File: config.mk
export PLATFORM = sky130hd
export DESIGN_NAME = send_memory
export DESIGN_NICKNAME = d
export VERILOG_FILES = /design/src/rtl/uec_uart_pkg.sv /design/src/rtl/uart_tx_byte.sv /design/src/rtl/send_memory.sv
export SDC_FILE = /design/constraint.sdc
export NUM_CORES = 1
export LEC_CHECK = 0
export ABC_AREA = 0
export CAP_MARGIN = 15
export CORE_MARGIN = 2
export CORE_UTILIZATION = 60
export CTS_BUF_LIST = sky130_fd_sc_hd__clkbuf_4 sky130_fd_sc_hd__clkbuf_8
export CTS_CLUSTER_DIAMETER = 60
export DETAILED_ROUTE_END_ITERATION = 8
export GPL_TIMING_DRIVEN = 0
export PLACE_DENSITY = 0.85
export SYNTH_ARGS = -nofsm -noshare
export SYNTH_HDL_FRONTEND = slang
export SYNTH_SLANG_ARGS = --single-unit
export TNS_END_PERCENT = 20
File: constraint.sdc
create_clock -name clk -period 5.4 [get_ports clk]
set_clock_uncertainty 0.15 [all_clocks]
set_input_delay 1.08 -clock clk [delete_from_list [all_inputs] [get_ports clk]]
set_output_delay 1.08 -clock clk [all_outputs]
set_load 0.03 [all_outputs]
File: src/rtl/uec_uart_pkg.sv
// Shared types and constants for the IRAM dump path: FSM state encoding,
// UART frame length and clocks-per-bit helper.
package uec_uart_pkg;

    localparam int unsigned FRAME_BITS = 10;
    localparam int unsigned BYTE_W     = 8;

    typedef enum logic [2:0] {
        IDLE,
        READ,
        WAIT,
        S_ADDR,
        S_HI,
        S_LO,
        NEXT,
        DONE
    } dump_state_t;

    function automatic int unsigned cpb(input int unsigned clk_freq, input int unsigned baud);
        return clk_freq / baud;
    endfunction

endpackage

File: src/rtl/uart_tx_byte.sv
// 8N1 byte transmitter. ready rises in the final clock of the stop bit so a
// byte offered in that cycle continues the line with no idle gap.
module uart_tx_byte
    import uec_uart_pkg::*;
#(
    parameter int unsigned CLK_FREQ = 100_000_000,
    parameter int unsigned BAUD     = 115_200
) (
    input  logic       clk,
    input  logic       rst,
    input  logic [7:0] data,
    input  logic       valid,
    output logic       ready,
    output logic       tx
);

    localparam int unsigned CPB   = cpb(CLK_FREQ, BAUD);
    localparam int unsigned CNT_W = $clog2(CPB);
    localparam int unsigned BIT_W = $clog2(FRAME_BITS);

    logic [CNT_W-1:0]  baud_q, baud_d;
    logic [BIT_W-1:0]  bit_q, bit_d;
    logic [BYTE_W-1:0] data_q, data_d;
    logic              active_q, active_d;
    logic              ready_q, ready_d;
    logic              tx_q, tx_d;
    logic              bit_end_c;
    logic              stop_bit_c;

    assign bit_end_c  = (baud_q == CNT_W'(CPB - 1));
    assign stop_bit_c = (bit_q == BIT_W'(FRAME_BITS - 1));

    // bit_q: 0 = start bit, 1..8 = d0..d7, 9 = stop bit
    always_comb begin
        baud_d   = baud_q;
        bit_d    = bit_q;
        data_d   = data_q;
        active_d = active_q;
        ready_d  = ready_q;
        tx_d     = tx_q;
        if (valid && ready_q) begin
            data_d   = data;
            baud_d   = '0;
            bit_d    = '0;
            active_d = 1'b1;
            ready_d  = 1'b0;
            tx_d     = 1'b0;
        end else if (active_q) begin
            if (bit_end_c) begin
                baud_d = '0;
                if (stop_bit_c) begin
                    active_d = 1'b0;
                end else begin
                    bit_d = bit_q + BIT_W'(1);
                    tx_d  = (bit_q < BIT_W'(BYTE_W)) ? data_q[bit_q[2:0]] : 1'b1;
                end
            end else begin
                baud_d = baud_q + CNT_W'(1);
                if (stop_bit_c && (baud_q == CNT_W'(CPB - 2))) begin
                    ready_d = 1'b1;
                end
            end
        end
    end

    always_ff @(posedge clk) begin
        if (rst) begin
            baud_q   <= '0;
            bit_q    <= '0;
            data_q   <= '0;
            active_q <= 1'b0;
            ready_q  <= 1'b1;
            tx_q     <= 1'b1;
        end else begin
            baud_q   <= baud_d;
            bit_q    <= bit_d;
            data_q   <= data_d;
            active_q <= active_d;
            ready_q  <= ready_d;
            tx_q     <= tx_d;
        end
    end

    assign ready = ready_q;
    assign tx    = tx_q;

endmodule

File: src/rtl/send_memory.sv
// IRAM dump engine: walks [first_addr..last_addr] (wrapping) and sends each
// word as ADDR, DATA[15:8], DATA[7:0] over a UART line.
module send_memory
    import uec_uart_pkg::*;
#(
    parameter int unsigned CLK_FREQ = 100_000_000,
    parameter int unsigned BAUD     = 115_200,
    parameter int unsigned ADDR_W   = 8,
    parameter int unsigned DATA_W   = 16
) (
    input  logic              clk,
    input  logic              rst,
    input  logic              start,
    input  logic [ADDR_W-1:0] first_addr,
    input  logic [ADDR_W-1:0] last_addr,
    output logic [ADDR_W-1:0] rd_addr,
    input  logic [DATA_W-1:0] rd_data,
    output logic              tx,
    output logic              busy,
    output logic              done
);

    dump_state_t       state_q, state_d;
    logic [ADDR_W-1:0] cur_q, cur_d;
    logic [ADDR_W-1:0] last_q, last_d;
    logic [DATA_W-1:0] word_q, word_d;
    logic              busy_q, busy_d;
    logic              done_q, done_d;

    logic              tx_valid_c;
    logic [7:0]        tx_byte_c;
    logic              tx_ready;

    // Each state offers the byte that follows the one currently on the line;
    // the last-word test sits in S_LO so done lands right after the stop bit.
    always_comb begin
        state_d    = state_q;
        cur_d      = cur_q;
        last_d     = last_q;
        word_d     = word_q;
        busy_d     = busy_q;
        done_d     = 1'b0;
        tx_valid_c = 1'b0;
        tx_byte_c  = 8'(cur_q);
        unique case (state_q)
            IDLE: begin
                if (start) begin
                    cur_d   = first_addr;
                    last_d  = last_addr;
                    busy_d  = 1'b1;
                    state_d = READ;
                end
            end
            READ: begin
                state_d = WAIT;
            end
            WAIT: begin
                word_d     = rd_data;
                tx_valid_c = 1'b1;
                if (tx_ready) begin
                    state_d = S_ADDR;
                end
            end
            S_ADDR: begin
                tx_byte_c  = word_q[DATA_W-1 -: 8];
                tx_valid_c = 1'b1;
                if (tx_ready) begin
                    state_d = S_HI;
                end
            end
            S_HI: begin
                tx_byte_c  = word_q[7:0];
                tx_valid_c = 1'b1;
                if (tx_ready) begin
                    state_d = S_LO;
                end
            end
            S_LO: begin
                if (tx_ready) begin
                    if (cur_q == last_q) begin
                        busy_d  = 1'b0;
                        done_d  = 1'b1;
                        state_d = DONE;
                    end else begin
                        state_d = NEXT;
                    end
                end
            end
            NEXT: begin
                cur_d   = cur_q + ADDR_W'(1);
                state_d = READ;
            end
            DONE: begin
                state_d = IDLE;
            end
            default: begin
                state_d = IDLE;
            end
        endcase
    end

    always_ff @(posedge clk) begin
        if (rst) begin
            state_q <= IDLE;
            cur_q   <= '0;
            last_q  <= '0;
            word_q  <= '0;
            busy_q  <= 1'b0;
            done_q  <= 1'b0;
        end else begin
            state_q <= state_d;
            cur_q   <= cur_d;
            last_q  <= last_d;
            word_q  <= word_d;
            busy_q  <= busy_d;
            done_q  <= done_d;
        end
    end

    uart_tx_byte #(
        .CLK_FREQ (CLK_FREQ),
        .BAUD     (BAUD)
    ) u_tx (
        .clk   (clk),
        .rst   (rst),
        .data  (tx_byte_c),
        .valid (tx_valid_c),
        .ready (tx_ready),
        .tx    (tx)
    );

    assign rd_addr = cur_q;
    assign busy    = busy_q;
    assign done    = done_q;

endmodule

==> results list <==
* Result of the run: complete, no violations
- Of the total synthesized cell area, the portion taken by XOR and XNOR cells is 0.0531.
- Summing all flip-flop and latch instances after layout gives approximately 1200 µm².
- Sequential cell area fraction in the yosys report: 0.418
* WP buf/inv: 1
- Of the total power, registers draw 0.442.
- The critical path starts at rd_addr[1].
* Port Buf Inserts: 44
- Power per standard cell area: 317 nW/µm²
- Reg clk slew, reported paths: ~0.07 ns
- Number of vias after detailed routing: roughly 2.8k
* Met3 wirelength from detailed routing: 381 µm
* Clock network fraction of total power: 0.371
- Area after detailed placement: between 3000 and 4000 µm²
- Number of remaining DRC errors: 0
- The Yosys step of the flow raised 0 warnings.
- Mean post-synth cell area: approximately 8.4 µm²
- After synthesis, the share of cell area in mux cells is 0.0291.
- In this run the most critical hold path is launched from word_q[12].
- Clk_lat worst skew: ~0.35 ns
- CP max stage delay: 0.74 ns
* Peak fanout along the critical path: 7
* Int Pwr: 851 µW
- The number of global-route vias before repair was roughly 2.7k.
* Resized cells post-CTS: 0
- In the final routing, the length of wire on met1 measures 3000 µm.
- Setup repair after global routing missed its margin: no
- The kind of cell with the highest combined delay along the critical path is buffers and inverters.
- Static timing analysis puts the maximum clock frequency at 0.353 GHz.
* Final-layout worst hold slack: around 0.31 ns
- The biggest area contributor in the post-synthesis netlist is sky130_fd_sc_hd__dfxtp_1.
- The number of antenna diodes in the final layout is 0.
- Summed over all layers, the global routing overflow is 0.
- The first global-routing pass estimated 11900 µm of wire.
- For the finished layout, the period the worst path requires is ~2.8 ns.
- Post-CTS setup repair buffer count: 0
- Share of cells above drive strength 1: 0.0799
* Cells after synthesis: 353
* Fin crit share: 0.525
- Counting instances in the post-synthesis netlist gives the leading cell types as sky130_fd_sc_hd__nand2_1, sky130_fd_sc_hd__dfxtp_1, sky130_fd_sc_hd__a21oi_1.
- In this run the static leakage power is 0.00132 µW.
- Number of instances in the placed design: 464
- Largest net degree at the start of global routing: 11
- At the pin with the least slew margin, the transition time is 0.781 ns.
* Root Buffer: sky130_fd_sc_hd__clkbuf_8
- In this run the tightest slew margin relative to its limit is 0.478.
* Proportion of netlist area held by the largest area contributor: 0.418
- The detail route stage leaves a number of antenna-violating nets equal to 0.
- Main combinational cell family by area after synthesis: simple AND/OR/NAND/NOR gates
- The number of clock buffers added by TritonCTS is 9.
- After detailed routing, the met2 layer carries 3490 µm of wire.
- Routability-driven placement finished with a final weighted congestion of 0.829.
- The largest individual stage delay along the critical path comes from the cell sky130_fd_sc_hd__clkdlybuf4s50_1.
- Multi-input logic area: between 1500 and 2000 µm²
- No sink is reached through more buffers than the 2 on the longest clock path.
- For this configuration, the core starts out at a cell density of 0.624.
- The synthesized-area fraction occupied by ao, oa, aoi and oai cells is 0.192.
- The max-slew violation total from the final report came to 0.
- Yosys instantiated no cell more often than sky130_fd_sc_hd__nand2_1.
- Data required, critical path: ~4.2 ns
* FILL cells: 361
- Of the total power, the share spent switching nets is 0.278.
* Number of synthesized flops with an enable pin: 0
- Max-cap violations in this run came to 0.
* Post-Synth Simple-Gate Area: 0.245
* Total core area: 4750 µm²
- Cell area after layout: 3710 µm²
* Top-level I/O count: 46
- The number of nets in the synthesized netlist is 393.
- Worst setup path class: flip-flop to output pin
* Highest layer used for signal routing: met4
* Post-layout net count: ~450
- First-pass iteration count of the detailed router: 5
- The worst setup path is launched from a flip-flop.
- Flip-flop cell with the highest count after synthesis: sky130_fd_sc_hd__dfxtp_1
- IR analysis of the VDD net gives a maximum drop of 0.000195 V.
- The tightest min-delay check is of the flip-flop to flip-flop type.
* DP HPWL: 5060 µm
- STA classifies the critical path endpoint as an output pin.
* Net Switching: 327 µW
- After detailed routing, the average wire length per cell comes to 14.7 µm.
* Number of library cell types mapped by synthesis: 58
- After synthesis, the share of flip-flops with an asynchronous set or reset is 0.
- For this block, the routed nets add up to 7050 µm of wire.
* Comb pwr share: 0.187
* Die area: 5520 µm²
- TritonCTS clock tree: done
- Antenna violations before repair: 0
- FF-to-FF Start: state_q[1]
- # hold bufs at CTS: 0
- The hold violation count in the final report came to 0.
- Clock sink total: 62
- CP cell instances: clkdlybuf4s50_1
- The H-tree was split into 3 levels.
* Total global-route track usage: 0.288
- Non-filler instance count after layout: 480
- Dividing the detail-routed via count by the number of cells gives 5.83.
- Data arrives at the worst endpoint at approximately 1.6 ns.
- Synthesized-area fraction occupied by adder cells: 0.0211
- Row generation in the floorplan step produced 25 rows.
- Utilization of the core after routing: 0.781
- Die span in x: 74.3 µm
* Final-report setup violation count: 0
- After synthesis the cells add up to between 2000 and 3000 µm².
- Seq cells post-synth: 62
- In the final timing run, aggregate negative setup slack is 0 ns.
* Ranking of synthesized cells by area: sky130_fd_sc_hd__dfxtp_1, sky130_fd_sc_hd__nand2_1, sky130_fd_sc_hd__a21oi_1
- Die H: 74.3 µm
- For this block, the initial DRC count from the detailed router was 134.
- The area growth from synthesis to layout is 25.0%.
[through the flow]
stage	total power, µW	worst slack, ns
global placement	742	2.33
global route	1230	2.53
CTS	1180	2.58
detailed placement	747	2.33
finish	1180	2.56
floorplan	667	3.04
[layout make-up]
cell class | count | share of cell area
Buffer | 21 | 0.0256
Clock buffer | 13 | 0.0482
Clock inverter | 3 | 0.0108
Inverter | 7 | 0.00708
Multi-Input combinational cell | 263 | 0.433
Sequential cell | 62 | 0.334
Tap cell | 67 | 0.0226
Timing Repair Buffer | 44 | 0.119
[power by group through the flow]
stage               clock [µW]  sequential, µW  combinational (µW)
floorplan                    0             536                 131
global placement             0             528                 214
detailed placement           0             529                 218
CTS                        441             519                 220
global route               462             524                 244
finish                     437             520                 221
[layout by cell type, fill, tap and decap left out, types with 3 or more instances in the layout]
master,n
sky130_fd_sc_hd__clkdlybuf4s50_1,44
sky130_fd_sc_hd__inv_1,7
sky130_fd_sc_hd__ha_1,5
sky130_fd_sc_hd__a211oi_1,6
sky130_fd_sc_hd__nor3_1,7
sky130_fd_sc_hd__a22o_1,7
sky130_fd_sc_hd__xor2_1,5
sky130_fd_sc_hd__a21oi_1,34
sky130_fd_sc_hd__nand3_1,5
sky130_fd_sc_hd__nor2_1,23
sky130_fd_sc_hd__clkbuf_1,17
sky130_fd_sc_hd__dfxtp_1,62
sky130_fd_sc_hd__o21ai_0,13
sky130_fd_sc_hd__nand2_1,71
sky130_fd_sc_hd__clkbuf_8,14
sky130_fd_sc_hd__xnor2_1,13
sky130_fd_sc_hd__nand4_1,9
sky130_fd_sc_hd__nor2b_1,4
sky130_fd_sc_hd__a2bb2oi_1,7
sky130_fd_sc_hd__mux2i_1,3
[logic make-up (layout without fill, tap and decap cells)]
kind of cell	count (synthesis)	after routing
AO/OA/AOI/OAI	88	88
XOR/XNOR	18	18
adder cells (fa/ha/maj)	5	5
buffers and inverters	28	88
flip-flops	62	62
multiplexers	6	6
AND/OR/NAND/NOR	146	146
[per-layer routing]
layer  track usage  vias up
li1              -     1360
met4         0.121        0
met3        0.0759       16
met5             0        -
met1         0.341     1328
met2         0.495       92
[registers in the layout (all words and copies together) (netlist names)]
| signal | flops |
|---|---|
| state_q | 3 |
| u_tx.ready | 1 |
| u_tx.active_q | 1 |
| done | 1 |
| busy | 1 |
| word_q | 16 |
| u_tx.tx | 1 |
| u_tx.data_q | 8 |
| rd_addr | 8 |
| last_q | 8 |
| u_tx.bit_q | 4 |
| u_tx.baud_q | 10 |
[worst register-to-register path: cells and delay by family (launching register included)]
family,cells,cell delay (ns)
flops,1,0.35
buf+inv,1,0.20
simple gates,2,0.95
compound gates,2,0.35
[final timing paths]
check,to,slack [ns],cells past startpoint
worst max register to register,rd_addr[5],3.27,5
worst max-delay path,rd_addr[1],2.56,1
worst min-delay path,word_q[12],0.31,2
worst min register to register,word_q[12],0.31,2
Note: power is estimated with default switching activity, not from simulation.
